$ cat src/rtl/clock_time_setter_pkg.sv
// Shared definitions for the intersection time setter: state encodings, field limits and
// the per-state range check.
package clock_time_setter_pkg;

  typedef enum logic [2:0] {
    ST_IDLE     = 3'd0,
    ST_GET_HOUR = 3'd1,
    ST_GET_MIN  = 3'd2,
    ST_GET_SEC  = 3'd3,
    ST_GET_AMPM = 3'd4,
    ST_LOAD     = 3'd5
  } state_e;

  localparam logic [5:0] HOUR_MIN   = 6'd1;
  localparam logic [5:0] HOUR_MAX   = 6'd12;
  localparam logic [5:0] MINSEC_MAX = 6'd59;
  localparam logic       AM         = 1'b0;
  localparam logic       PM         = 1'b1;

  // Unsigned compare on the full 6-bit value, so hour bits [5:4] must be zero.
  function automatic logic field_ok(input state_e st, input logic [5:0] v);
    case (st)
      ST_GET_HOUR:            return (v >= HOUR_MIN) && (v <= HOUR_MAX);
      ST_GET_MIN, ST_GET_SEC: return v <= MINSEC_MAX;
      ST_GET_AMPM:            return v <= 6'd1;
      default:                return 1'b0;
    endcase
  endfunction

endpackage

$ cat src/rtl/clock_time_setter_if.sv
// Load port from the time setter to the intersection clock block (valid/ready handshake
// carrying a complete time of day).
interface clock_time_setter_if;
  logic       loadValid;
  logic       loadReady;
  logic [3:0] loadHour;
  logic [5:0] loadMinute;
  logic [5:0] loadSecond;
  logic       loadAmPm;

  modport master (output loadValid, loadHour, loadMinute, loadSecond, loadAmPm,
                  input  loadReady);
  modport slave  (input  loadValid, loadHour, loadMinute, loadSecond, loadAmPm,
                  output loadReady);
endinterface

$ cat src/rtl/clock_time_setter_action_edge.sv
// Registers the action button once and emits a single-cycle pulse on each 0->1 transition.
module clock_time_setter_action_edge (
  input  logic clk,
  input  logic rst,
  input  logic action,
  output logic act_pulse
);

  logic action_d, action_q;

  always_comb action_d = action;

  always_ff @(posedge clk or posedge rst) begin
    if (rst) action_q <= 1'b0;
    else     action_q <= action_d;
  end

  assign act_pulse = action & ~action_q;

endmodule

$ cat src/rtl/clock_time_setter.sv
// Operator time-of-day entry: collects hour/minute/second/AM-PM with range checks, then
// presents the whole time on the load handshake to the clock block.
module clock_time_setter
  import clock_time_setter_pkg::*;
#(
  parameter int RST_HOUR = 12,
  parameter int RST_AMPM = 0
) (
  input  logic                       clk,
  input  logic                       rst,
  input  logic                       setReq,
  input  logic [5:0]                 valueIn,
  input  logic                       action,
  input  logic                       abort,
  output logic [2:0]                 setPhase,
  output logic                       entryError,
  output logic                       busy,
  clock_time_setter_if.master        load_if
);

  localparam logic [3:0] RST_HOUR_V = 4'(RST_HOUR);
  localparam logic       RST_AMPM_V = 1'(RST_AMPM);

  state_e     state_q, state_d;
  logic [3:0] stg_hour_q, stg_hour_d;
  logic [5:0] stg_min_q, stg_min_d;
  logic [5:0] stg_sec_q, stg_sec_d;
  logic [3:0] hour_q, hour_d;
  logic [5:0] min_q, min_d;
  logic [5:0] sec_q, sec_d;
  logic       ampm_q, ampm_d;
  logic       valid_q, valid_d;
  logic       err_q, err_d;
  logic       act_pulse;

  clock_time_setter_action_edge u_action_edge (
    .clk       (clk),
    .rst       (rst),
    .action    (action),
    .act_pulse (act_pulse)
  );

  always_comb begin
    state_d    = state_q;
    stg_hour_d = stg_hour_q;
    stg_min_d  = stg_min_q;
    stg_sec_d  = stg_sec_q;
    hour_d     = hour_q;
    min_d      = min_q;
    sec_d      = sec_q;
    ampm_d     = ampm_q;
    err_d      = err_q;
    case (state_q)
      ST_IDLE: begin
        if (setReq) begin
          state_d = ST_GET_HOUR;
          err_d   = 1'b0;
        end
      end
      ST_GET_HOUR, ST_GET_MIN, ST_GET_SEC, ST_GET_AMPM: begin
        // abort takes priority over a simultaneous button press
        if (abort) begin
          state_d = ST_IDLE;
        end else if (act_pulse && !field_ok(state_q, valueIn)) begin
          err_d = 1'b1;
        end else if (act_pulse) begin
          err_d = 1'b0;
          case (state_q)
            ST_GET_HOUR: begin stg_hour_d = valueIn[3:0]; state_d = ST_GET_MIN;  end
            ST_GET_MIN:  begin stg_min_d  = valueIn;      state_d = ST_GET_SEC;  end
            ST_GET_SEC:  begin stg_sec_d  = valueIn;      state_d = ST_GET_AMPM; end
            default: begin
              hour_d  = stg_hour_q;
              min_d   = stg_min_q;
              sec_d   = stg_sec_q;
              ampm_d  = valueIn[0] ? PM : AM;
              state_d = ST_LOAD;
            end
          endcase
        end
      end
      ST_LOAD: begin
        if (valid_q && load_if.loadReady) state_d = ST_IDLE;
      end
      default: state_d = ST_IDLE;
    endcase
    valid_d = (state_d == ST_LOAD);
  end

  always_ff @(posedge clk or posedge rst) begin
    if (rst) begin
      state_q    <= ST_IDLE;
      stg_hour_q <= RST_HOUR_V;
      stg_min_q  <= 6'd0;
      stg_sec_q  <= 6'd0;
      hour_q     <= RST_HOUR_V;
      min_q      <= 6'd0;
      sec_q      <= 6'd0;
      ampm_q     <= RST_AMPM_V;
      valid_q    <= 1'b0;
      err_q      <= 1'b0;
    end else begin
      state_q    <= state_d;
      stg_hour_q <= stg_hour_d;
      stg_min_q  <= stg_min_d;
      stg_sec_q  <= stg_sec_d;
      hour_q     <= hour_d;
      min_q      <= min_d;
      sec_q      <= sec_d;
      ampm_q     <= ampm_d;
      valid_q    <= valid_d;
      err_q      <= err_d;
    end
  end

  assign load_if.loadValid  = valid_q;
  assign load_if.loadHour   = hour_q;
  assign load_if.loadMinute = min_q;
  assign load_if.loadSecond = sec_q;
  assign load_if.loadAmPm   = ampm_q;
  assign setPhase           = state_q;
  assign entryError         = err_q;
  assign busy               = (state_q != ST_IDLE);

endmodule

$ cat src/flat_wrapper.sv
// flat-port wrapper written by rule: the top's interface ports become plain ports
module clock_time_setter_flat import clock_time_setter_pkg::*;
#(
  parameter int RST_HOUR = 12,
  parameter int RST_AMPM = 0
)
  (clk, rst, setReq, valueIn, action, abort, setPhase, entryError, busy, load_if_loadValid, load_if_loadHour, load_if_loadMinute, load_if_loadSecond, load_if_loadAmPm, load_if_loadReady);
  clock_time_setter_if load_if_i ();
  input  logic clk;
  input  logic rst;
  input  logic setReq;
  input  logic [5:0] valueIn;
  input  logic action;
  input  logic abort;
  output logic [2:0] setPhase;
  output logic entryError;
  output logic busy;
  output wire logic [$bits(load_if_i.loadValid)-1:0] load_if_loadValid;
  output wire logic [$bits(load_if_i.loadHour)-1:0] load_if_loadHour;
  output wire logic [$bits(load_if_i.loadMinute)-1:0] load_if_loadMinute;
  output wire logic [$bits(load_if_i.loadSecond)-1:0] load_if_loadSecond;
  output wire logic [$bits(load_if_i.loadAmPm)-1:0] load_if_loadAmPm;
  input wire logic [$bits(load_if_i.loadReady)-1:0] load_if_loadReady;
  assign load_if_loadValid = load_if_i.loadValid;
  assign load_if_loadHour = load_if_i.loadHour;
  assign load_if_loadMinute = load_if_i.loadMinute;
  assign load_if_loadSecond = load_if_i.loadSecond;
  assign load_if_loadAmPm = load_if_i.loadAmPm;
  assign load_if_i.loadReady = load_if_loadReady;
  clock_time_setter #(.RST_HOUR(RST_HOUR), .RST_AMPM(RST_AMPM)) u_core (.clk(clk), .rst(rst), .setReq(setReq), .valueIn(valueIn), .action(action), .abort(abort), .setPhase(setPhase), .entryError(entryError), .busy(busy), .load_if(load_if_i));
endmodule
$ cat config.mk
export PLATFORM = sky130hd
export DESIGN_NAME = clock_time_setter_flat
export DESIGN_NICKNAME = d
export VERILOG_FILES = /design/src/rtl/clock_time_setter_pkg.sv /design/src/rtl/clock_time_setter_if.sv /design/src/rtl/clock_time_setter_action_edge.sv /design/src/rtl/clock_time_setter.sv /design/src/flat_wrapper.sv
export SDC_FILE = /design/constraint.sdc
export NUM_CORES = 1
export LEC_CHECK = 0
export ABC_CLOCK_PERIOD_IN_PS = 2600
export CAP_MARGIN = 40
export CORE_MARGIN = 2
export CORE_UTILIZATION = 49
export DETAILED_ROUTE_END_ITERATION = 8
export GPL_ROUTABILITY_DRIVEN = 0
export PLACE_DENSITY = 0.78
export SLEW_MARGIN = 20
export SYNTH_ARGS = -nofsm -noshare
export SYNTH_HDL_FRONTEND = slang
export SYNTH_SLANG_ARGS = --single-unit
export TNS_END_PERCENT = 5
$ cat constraint.sdc
create_clock -name clk -period 2.6 [get_ports clk]
set_clock_uncertainty 0.05 [all_clocks]
set_input_delay 0.52 -clock clk [delete_from_list [all_inputs] [get_ports clk]]
set_output_delay 0.52 -clock clk [all_outputs]
set_load 0.05 [all_outputs]
---- Yosys cells after proc, flatten, opt, wreduce, memory -nomap -nowiden ----
Index checks and enable logic that the tools add are counted.
storage, ports and cells
  bits in registers ....................... 39
  output and inout bits ................... 23
cells by class
  $lt $le $gt $ge ......................... 4
  eq/ne operators ......................... 9
  muxes and demuxes ....................... 16
  bitwise gates (word level) .............. 5
  reductions and logical operators ........ 15
operators with widths
  kind                number
  $reduce_and 5->1    4
  $pmux 3 s3          2
  $mux 3              5
  $eq 3x3->1 const B  3
  $mux 1              7
  $eq 3x2->1 const B  2
  $ge 6x1->1 const B  1
  $le 6x1->1 const B  1
  $le 6x4->1 const B  1
  $le 6x6->1 const B  1
  $ne 2x2->1 const B  2
  $not 1->1           4
  $reduce_and 4->1    1
  $reduce_or 4->1     1
  $eq 3x1->1 const B  1
  $logic_and 1x1->1   3
  $logic_not 3->1     1
  $ne 3x1->1 const B  1
  $pmux 1 s3          1
  $reduce_bool 3->1   1
  $reduce_or 3->1     1
  $pmux 1 s2          1
  $reduce_bool 2->1   1
  $reduce_or 2->1     1
  2 further kinds     2

---- Logic depth before layout (Yosys ltp) ----
Gate-level depths: netlist of run 1.
  depth after elaboration ................. 11
  depth in mapped cells ................... 8

---- By module ----
From an unflattened synthesis of run 1, not the netlist that was laid out.
second synthesis, totals
  cells, all modules ...................... 125
  area total of the unflattened synthesis .. 1803.0 µm²
by module, submodules not included
  module                         times used  cells an instance  area an instance (µm²)
  clock_time_setter              1           122                1760.4
  clock_time_setter_action_edge  1           3                  42.5

---- Worst setup path after synthesis of run 1 ----
No wires, ideal clock.
  path type ............................... register -> register
  start point ............................. register u_core.state_q[2] (netlist: u_core.setPhase[2])
  end point ............................... register u_core.hour_q[0] (netlist: u_core.load_if.loadHour[0])
  arrival ................................. 2.091 ns
  required time ........................... 2.425 ns
  slack ................................... 0.334 ns
  cell stages (with the launch flop) ...... 9
  path buffers ............................ 3
  clock period less this slack ............ 2.266 ns
  cell sequence ........................... dfrtp_1 > clkbuf_1 > inv_1 > and3_4 > nor2_2 > a21o_1 > buf_6 > buf_6 > mux2_4
on the way
  longest elaborated chain between the ends .. 9
  elaborated cells between the ends (all ways) .. 15
  those cells by class .................... eq/ne (4); mux (3); bitwise (2); reduce/logical (6)
RTL lines
  item                          RTL line                                                                       RTL
  start, declared               clock_time_setter.sv:24                                                        state_e state_q, state_d;
  start signal, assigned        clock_time_setter.sv:103                                                       state_q <= state_d;
  $eq 3x2->1                    clock_time_setter_pkg.sv:22, clock_time_setter.sv:53, clock_time_setter.sv:68
  $reduce_or 2->1               clock_time_setter_pkg.sv:22                                                    case (st)
  $pmux 1 s3                    clock_time_setter_pkg.sv:22
  $mux 1                        clock_time_setter.sv:62                                                        if (abort) begin
  $mux 1                        clock_time_setter.sv:53                                                        case (state_q)
  $logic_not 1->1               clock_time_setter.sv:64                                                        end else if (act_pulse && !field_ok(state_q, valueIn)) begin
  $logic_and 1x1->1             clock_time_setter.sv:64
  $not 1->1 (no line)           --
  $reduce_and 5->1 (no line) *  --
  end signal, assigned          clock_time_setter.sv:107                                                       hour_q <= hour_d;
  end, declared                 clock_time_setter.sv:28                                                        logic [3:0] hour_q, hour_d;
Mark *: on every way between the ends. The rest lies on a longest branch, timed or not. The select of a mux whose other input is x is not followed.
A chain may end at the register's enable or synchronous reset.

---- Worst setup path in the final report of run 1 ----
  start point ............................. input port valueIn[2]
  end point ............................... register u_core.valid_q (netlist: u_core.load_if.loadValid)
on the way
  longest elaborated chain between the ends .. 11
  elaborated cells between the ends (all ways) .. 14
  those cells by class .................... order compare (4); eq/ne (1); mux (6); reduce/logical (3)
RTL lines
  item                                             RTL line                     RTL
  start, declared                                  flat_wrapper.sv:12           input logic [5:0] valueIn;
  $ge 6x1->1 / $le 6x4->1 (equally long branches)  clock_time_setter_pkg.sv:23  ST_GET_HOUR: return (v >= HOUR_MIN) && (v <= HOUR_MAX);
  $logic_and 1x1->1                                clock_time_setter_pkg.sv:23
  $pmux 1 s3 *                                     clock_time_setter_pkg.sv:22
  $mux 1 *                                         clock_time_setter.sv:62
  $mux 1 *                                         clock_time_setter.sv:53
  $logic_not 1->1 *                                clock_time_setter.sv:64
  $logic_and 1x1->1 *                              clock_time_setter.sv:64
  $mux 3 *                                         clock_time_setter.sv:64
  $mux 3 *                                         clock_time_setter.sv:62
  $pmux 3 s3 *                                     clock_time_setter.sv:53
  $eq 3x3->1 *                                     clock_time_setter.sv:87      valid_d = (state_d == ST_LOAD);
  named net u_core.valid_d                         clock_time_setter.sv:32      logic valid_q, valid_d;
  end signal, assigned                             clock_time_setter.sv:111     valid_q <= valid_d;
  end, declared                                    clock_time_setter.sv:32
Mark *: on every way through the listed nets, which the timed path passes. The rest lies on a longest branch. The select of a mux whose other input is x is not followed.

==> flow_metrics.env, run 1 <==
export IMPL_final_hold_viol_count=0
export IMPL_ir_drop_mv=0.3379
export IMPL_synthesis_nets=141
export IMPL_wl_per_cell_um=15.78
export IMPL_rsz0062_at_grt="false"
export IMPL_dp_hpwl_um=2730
export IMPL_grt_first_pass_wirelength_um=6189
export IMPL_ys_ff_latch=39
export IMPL_max_stage_delay_ps=560
export IMPL_slew_violations=0
export IMPL_fin_crit_ps=2376
export IMPL_synthArstFlopShare_pct=100.0
export IMPL_busiest_layer="met2"
export IMPL_start_util_pct=51.86
export IMPL_synthTopCellsByCount="dfrtp_1, mux2_1, mux2_4"
export IMPL_syn_inst=129
export IMPL_grt_pass1_vias=1284
export IMPL_ys_types=37
export IMPL_path_cells="clkdlybuf4s50_1 > or4_1 > or4b_1 > nor2b_1 > o21a_1 > nor3b_2"
export IMPL_cts_sink_count=39
export IMPL_powerDensity_nw_per_um2=515.2
export IMPL_viasPerCell=5.537
export IMPL_grtUsageMet2_pct=32.29
export IMPL_hold_buffers=0
export IMPL_tightest_slew_ps=513.3
export IMPL_io_pins=35
export IMPL_synth_most_common_cell="dfrtp_1"
export IMPL_met3_usage_pct=7.042
export IMPL_drive_above_1_share_pct=24.04
export IMPL_clock_latency_ps=350
export IMPL_syn_area_um2=1758
export IMPL_cts_setup_buffers=0
export IMPL_totalWireLength_um=3614
export IMPL_dieArea_um2=4083
export IMPL_core_um2=3390
export IMPL_yosysTopAreaCell="dfrtp_1"
export IMPL_finalNetCount=194
export IMPL_cp_arrival_ps=2600
export IMPL_num_vias=1268
export IMPL_cts_root_buf="clkbuf_4"
export IMPL_io_buffers=34
export IMPL_postCtsResizedCells=0
export IMPL_cp_required_ps=2820
export IMPL_holdWs_ps=445.5
export IMPL_critPathKind="input pin to flop"
export IMPL_start_kind="input pin"
export IMPL_synthFlopType="dfrtp_1"
export IMPL_synthTopCellsByArea="dfrtp_1, mux2_1, mux2_4"
export IMPL_cts_tree="built"
export IMPL_diodes=0
export IMPL_crit_fanout=4
export IMPL_finalPower_mw=1.212
export IMPL_hp_class="flop to flop"
export IMPL_cts_buffers=5
export IMPL_overflow=0
export IMPL_synth_edff_count=0
export IMPL_max_freq_mhz=420.9
export IMPL_antenna_found_initial=0
export IMPL_drcViolationCount=0
export IMPL_maxCapViolations=0
export IMPL_worst_slew_margin_rel_pct=65.67
export IMPL_report_final_setup_viol=0
export IMPL_rows=21
export IMPL_synth_warnings=0
export IMPL_drt_initial_drc_count=46
export IMPL_die_h_um=63.90
export IMPL_postRouteAntennaNets=0
export IMPL_dp_slack_ps=-109.4
export IMPL_cts_buffer_depth=2
export IMPL_grtUsageTotal_pct=20.20
export IMPL_critPathCaptureType="flop"
export IMPL_slowest_stage="or4_1"
export IMPL_grt_max_degree=40
export IMPL_gr_usage_met1_pct=25.41
export IMPL_ys_seq_area_share_pct=55.80
export IMPL_power_leakage_nw=1.134
export IMPL_htree_num_levels=2
export IMPL_die_w_um=63.90
export IMPL_avgSynthCellArea_um2=13.63
export IMPL_synth_top_cell_area_share_pct=49.82
export IMPL_fin_ws_ps=224.0
export IMPL_firstDrtPassIters=4
export IMPL_syn_to_final_growth_pct=33.81
export IMPL_status="finished clean"
export IMPL_clk_pin_slew_worst_paths_ps=100
export IMPL_post_route_period_util_pct=91.39
==> worst max-delay path: cells and delay by family <==
kind / cells / cell delay (ps)
AO/OA/AOI/OAI: 1 / 180
buffers and inverters: 1 / 490
AND/OR/NAND/NOR: 4 / 1410
==> placed cells by master (no fill, tap or decap), drive strengths merged, types with 2 or more instances in the layout <==
master	n
inv	4
and4	2
mux2	34
and3	2
nand4	2
or4	2
a21oi	4
nand3	2
buf	16
a31oi	3
nor3	3
o21ai	3
nor2b	3
nor2	6
o21a	2
clkdlybuf4s50	33
dfrtp	35
dfstp	4
clkbuf	6
nand2	2
==> worst paths after layout <==
kind / startpoint / end / slack (ps) / cells after the start
min in group asynchronous: rst / u_core.load_if.loadSecond[3] / 520 / 3
worst max register to register: u_core.setPhase[2] / u_core.stg_hour_q[1] / 560 / 5
worst min register to register: u_core.stg_sec_q[1] / u_core.load_if.loadSecond[1] / 450 / 1
worst max-delay path: valueIn[2] / u_core.load_if.loadValid / 220 / 6
max in group asynchronous: rst / u_core.stg_hour_q[2] / 1610 / 3
worst min-delay path: u_core.stg_sec_q[1] / u_core.load_if.loadSecond[1] / 450 / 1
==> stage by stage <==
stage               instances  instance area, µm²  utilization, %  TNS [ps]
floorplan                 129                1758               -         0
global placement          221                2271           67.00    -957.0
detailed placement        221                2271           67.00     -1837
CTS                       229                2350           69.32         0
global route              229                2352           69.40         0
finish                    229                2352           69.40         0
==> final cells by class <==
| cell class | instances | area, µm² |
|---|---|---|
| Clock buffer | 6 | 41.29 |
| Clock inverter | 2 | 37.54 |
| Fill cell | 224 | 1037 |
| Inverter | 4 | 15.01 |
| Multi-Input combinational cell | 82 | 732.0 |
| Sequential cell | 39 | 980.9 |
| Tap cell | 46 | 57.56 |
| Timing Repair Buffer | 50 | 488.0 |
==> sequential cells by signal, summed over array words and instances (netlist names), 3 cells and up <==
name,cells
u_core.load_if.loadMinute,6
u_core.stg_hour_q,4
u_core.load_if.loadHour,4
u_core.setPhase,3
u_core.stg_sec_q,6
u_core.stg_min_q,6
u_core.load_if.loadSecond,6
==> kinds of logic (layout without fill, tap and decap cells) <==
kind of cell           count (synthesis)  count (layout)  share of synthesized area, %
buffers and inverters                  8              62                         2.562
AO/OA/AOI/OAI                         19              19                         7.189
XOR/XNOR                               1               1                        0.4983
flip-flops                            39              39                         55.80
multiplexers                          34              34                         23.91
AND/OR/NAND/NOR                       28              28                         10.04
==> report_power, final <==
part | leakage [nW] | internal (mW) | switching [mW]
sequential | 0.522 | 0.635 | 0.0164
clock | 0.0385 | 0.203 | 0.195
combinational | 0.573 | 0.0715 | 0.0916
==> layer usage <==
layer	share of wire, %	up-vias
li1	-	583
met1	43	633
met2	49	42
met3	5.1	10
met4	2.1	0
met5	0	-
Power figures use the tool's default switching activity.
==> inputs of run 2 (changes only) <==
--- a/config.mk
+++ b/config.mk
@@ -8,10 +8,10 @@
 export ABC_CLOCK_PERIOD_IN_PS = 2600
 export CAP_MARGIN = 40
 export CORE_MARGIN = 2
-export CORE_UTILIZATION = 49
+export CORE_UTILIZATION = 50
 export DETAILED_ROUTE_END_ITERATION = 8
 export GPL_ROUTABILITY_DRIVEN = 0
-export PLACE_DENSITY = 0.78
+export PLACE_DENSITY = 0.8
 export SLEW_MARGIN = 20
 export SYNTH_ARGS = -nofsm -noshare
 export SYNTH_HDL_FRONTEND = slang
==> run 2 against run 1 <==
Total power fell by 5.6%. Critical path depth fell by 5. Largest cell class unchanged. Maximum frequency rose by 0.72%. Sequential share of layout area rose by 0.65 points. Combinational power barely moved. Register-to-register slack barely moved.
==> flow_metrics.env, run 2 (synthesized netlist as in run 1, its figures left out) <==
export IMPL_status="finished clean"
export IMPL_viasPerCell=5.528
export IMPL_cts_buffer_depth=2
export IMPL_diodes=0
export IMPL_layout_commonest_cell="dfrtp_1"
export IMPL_io_pins=35
export IMPL_rows=21
export IMPL_switching_share_pct=26.75
export IMPL_cts_sink_count=39
export IMPL_cts_buffers=5
export IMPL_num_vias=1266
export IMPL_worst_slew_margin_rel_pct=63.88
export IMPL_power_leakage_nw=1.116
export IMPL_clk_pin_slew_worst_paths_ps=110
export IMPL_cts_setup_buffers=0
export IMPL_start_util_pct=52.27
export IMPL_syn_to_final_growth_pct=31.74
export IMPL_hold_depth=1
export IMPL_dieArea_um2=4006
export IMPL_worst_path_stages=1
export IMPL_intPower_mw=0.8381
export IMPL_maxCapViolations=0
export IMPL_cp_arrival_ps=1790
export IMPL_fin_crit_ps=2359
export IMPL_grtUsageTotal_pct=20.38
export IMPL_reg2reg_depth=7
export IMPL_grt_pass1_vias=1270
export IMPL_postRouteAntennaNets=0
export IMPL_cp_num_buf_inv=1
export IMPL_powerDensity_nw_per_um2=494.0
export IMPL_overflow=0
export IMPL_cp_required_ps=2030
export IMPL_drt_initial_drc_count=56
export IMPL_ir_drop_mv=0.3563
export IMPL_pwr_share_clk_pct=29.0
export IMPL_hp_class="flop to flop"
export IMPL_p_seq_share_pct=56.8
export IMPL_dp_hpwl_um=2701
export IMPL_cts_tree="built"
export IMPL_wl_per_cell_um=15.79
export IMPL_post_route_period_util_pct=90.73
export IMPL_critPathTopFamily="buffers and inverters"
export IMPL_final_setup_tns_ps=0
export IMPL_fin_util_pct=68.86
export IMPL_grt_max_degree=40
export IMPL_htree_num_levels=2
export IMPL_start_kind="flop"
export IMPL_crit_fanout=11
export IMPL_drive_above_1_share_pct=24.59
export IMPL_slowest_stage="clkdlybuf4s50_1"
export IMPL_firstDrtPassIters=4
export IMPL_report_final_setup_viol=0
export IMPL_path_cells="clkdlybuf4s50_1"
export IMPL_io_buffers=34
export IMPL_grt_first_pass_wirelength_um=6210
export IMPL_final_hold_viol_count=0
export IMPL_critPathKind="flop to primary output"
export IMPL_die_w_um=63.30
export IMPL_drcViolationCount=0
export IMPL_rsz0062_at_grt="false"
export IMPL_slew_violations=0
export IMPL_totalWireLength_um=3617
export IMPL_max_stage_delay_ps=870
export IMPL_power_frac_comb_pct=14.2
export IMPL_clock_latency_ps=340
export IMPL_tightest_slew_ps=540.1
export IMPL_finalPower_mw=1.144
export IMPL_max_freq_mhz=423.9
export IMPL_finalNetCount=194
export IMPL_final_cell_mix="dfrtp_1, clkdlybuf4s50_1, mux2_1"
export IMPL_p_switching_mw=0.3060
export IMPL_antenna_found_initial=0
export IMPL_die_h_um=63.30
export IMPL_core_um2=3363
export IMPL_critPathCaptureType="primary output"
export IMPL_cts_root_buf="clkbuf_4"
## run 2: path summary, 6_finish.rpt
check                               startpoint                            to  slack, ps
max                         u_core.setPhase[2]                   setPhase[2]        240
max in group asynchronous                  rst    u_core.load_if.loadHour[3]       1630
min reg2reg                u_core.stg_sec_q[1]  u_core.load_if.loadSecond[1]        450
min in group asynchronous                  rst  u_core.load_if.loadSecond[2]        520
min                        u_core.stg_sec_q[1]  u_core.load_if.loadSecond[1]        450
max reg2reg                 u_core.setPhase[2]           u_core.stg_min_q[5]        570
## run 2: timing repair
action,CTS,global route
gates resized for setup,0,1
endpoints found under the setup margin,0,1
hold buffers,0,0
endpoints found under the hold margin,0,0
## run 2: power by group through the flow
stage | Combinational [mW] | Clock (mW) | Sequential [mW]
2_1_floorplan | 0.0724 | 0 | 0.678
3_3_place_gp | 0.159 | 0 | 0.660
3_5_place_dp | 0.162 | 0 | 0.661
4_1_cts | 0.162 | 0.345 | 0.650
5_1_grt | 0.176 | 0.375 | 0.654
6_report | 0.162 | 0.332 | 0.650
## run 2: layout make-up
type | count | area [µm²]
Multi-Input combinational cell | 82 | 732.0
Clock inverter | 2 | 16.27
Sequential cell | 39 | 980.9
Fill cell | 274 | 1047
Tap cell | 46 | 57.56
Inverter | 4 | 15.01
Clock buffer | 6 | 51.30
Timing Repair Buffer | 50 | 462.9
## run 2: stage by stage
step	hold slack [ps]	worst slack (ps)	std cells	cell area [µm²]
after floorplan	400.3	334.1	129	1758
after global placement	420.1	-58.50	221	2246
after detailed placement	424.9	-98.38	221	2246
after CTS	455.8	51.92	229	2313
after global routing	469.6	179.9	229	2316
final	448.6	241.0	229	2316
## run 2: per-layer routing
layer	track usage, %	vias up	wire length [µm]
li1	-	576	-
met1	26.18	632	1578
met2	32.58	50	1759
met3	5.000	8	204
met4	9.511	0	74
met5	0	-	0
## run 2: worst register-to-register path, cell delays in order (launching register included)
cell     delay (ps)
dfrtp_1         520
nor2b_1         270
and4_4          260
nor2_2           40
buf_4           130
nor2_1          140
buf_4           180
mux2_1          330
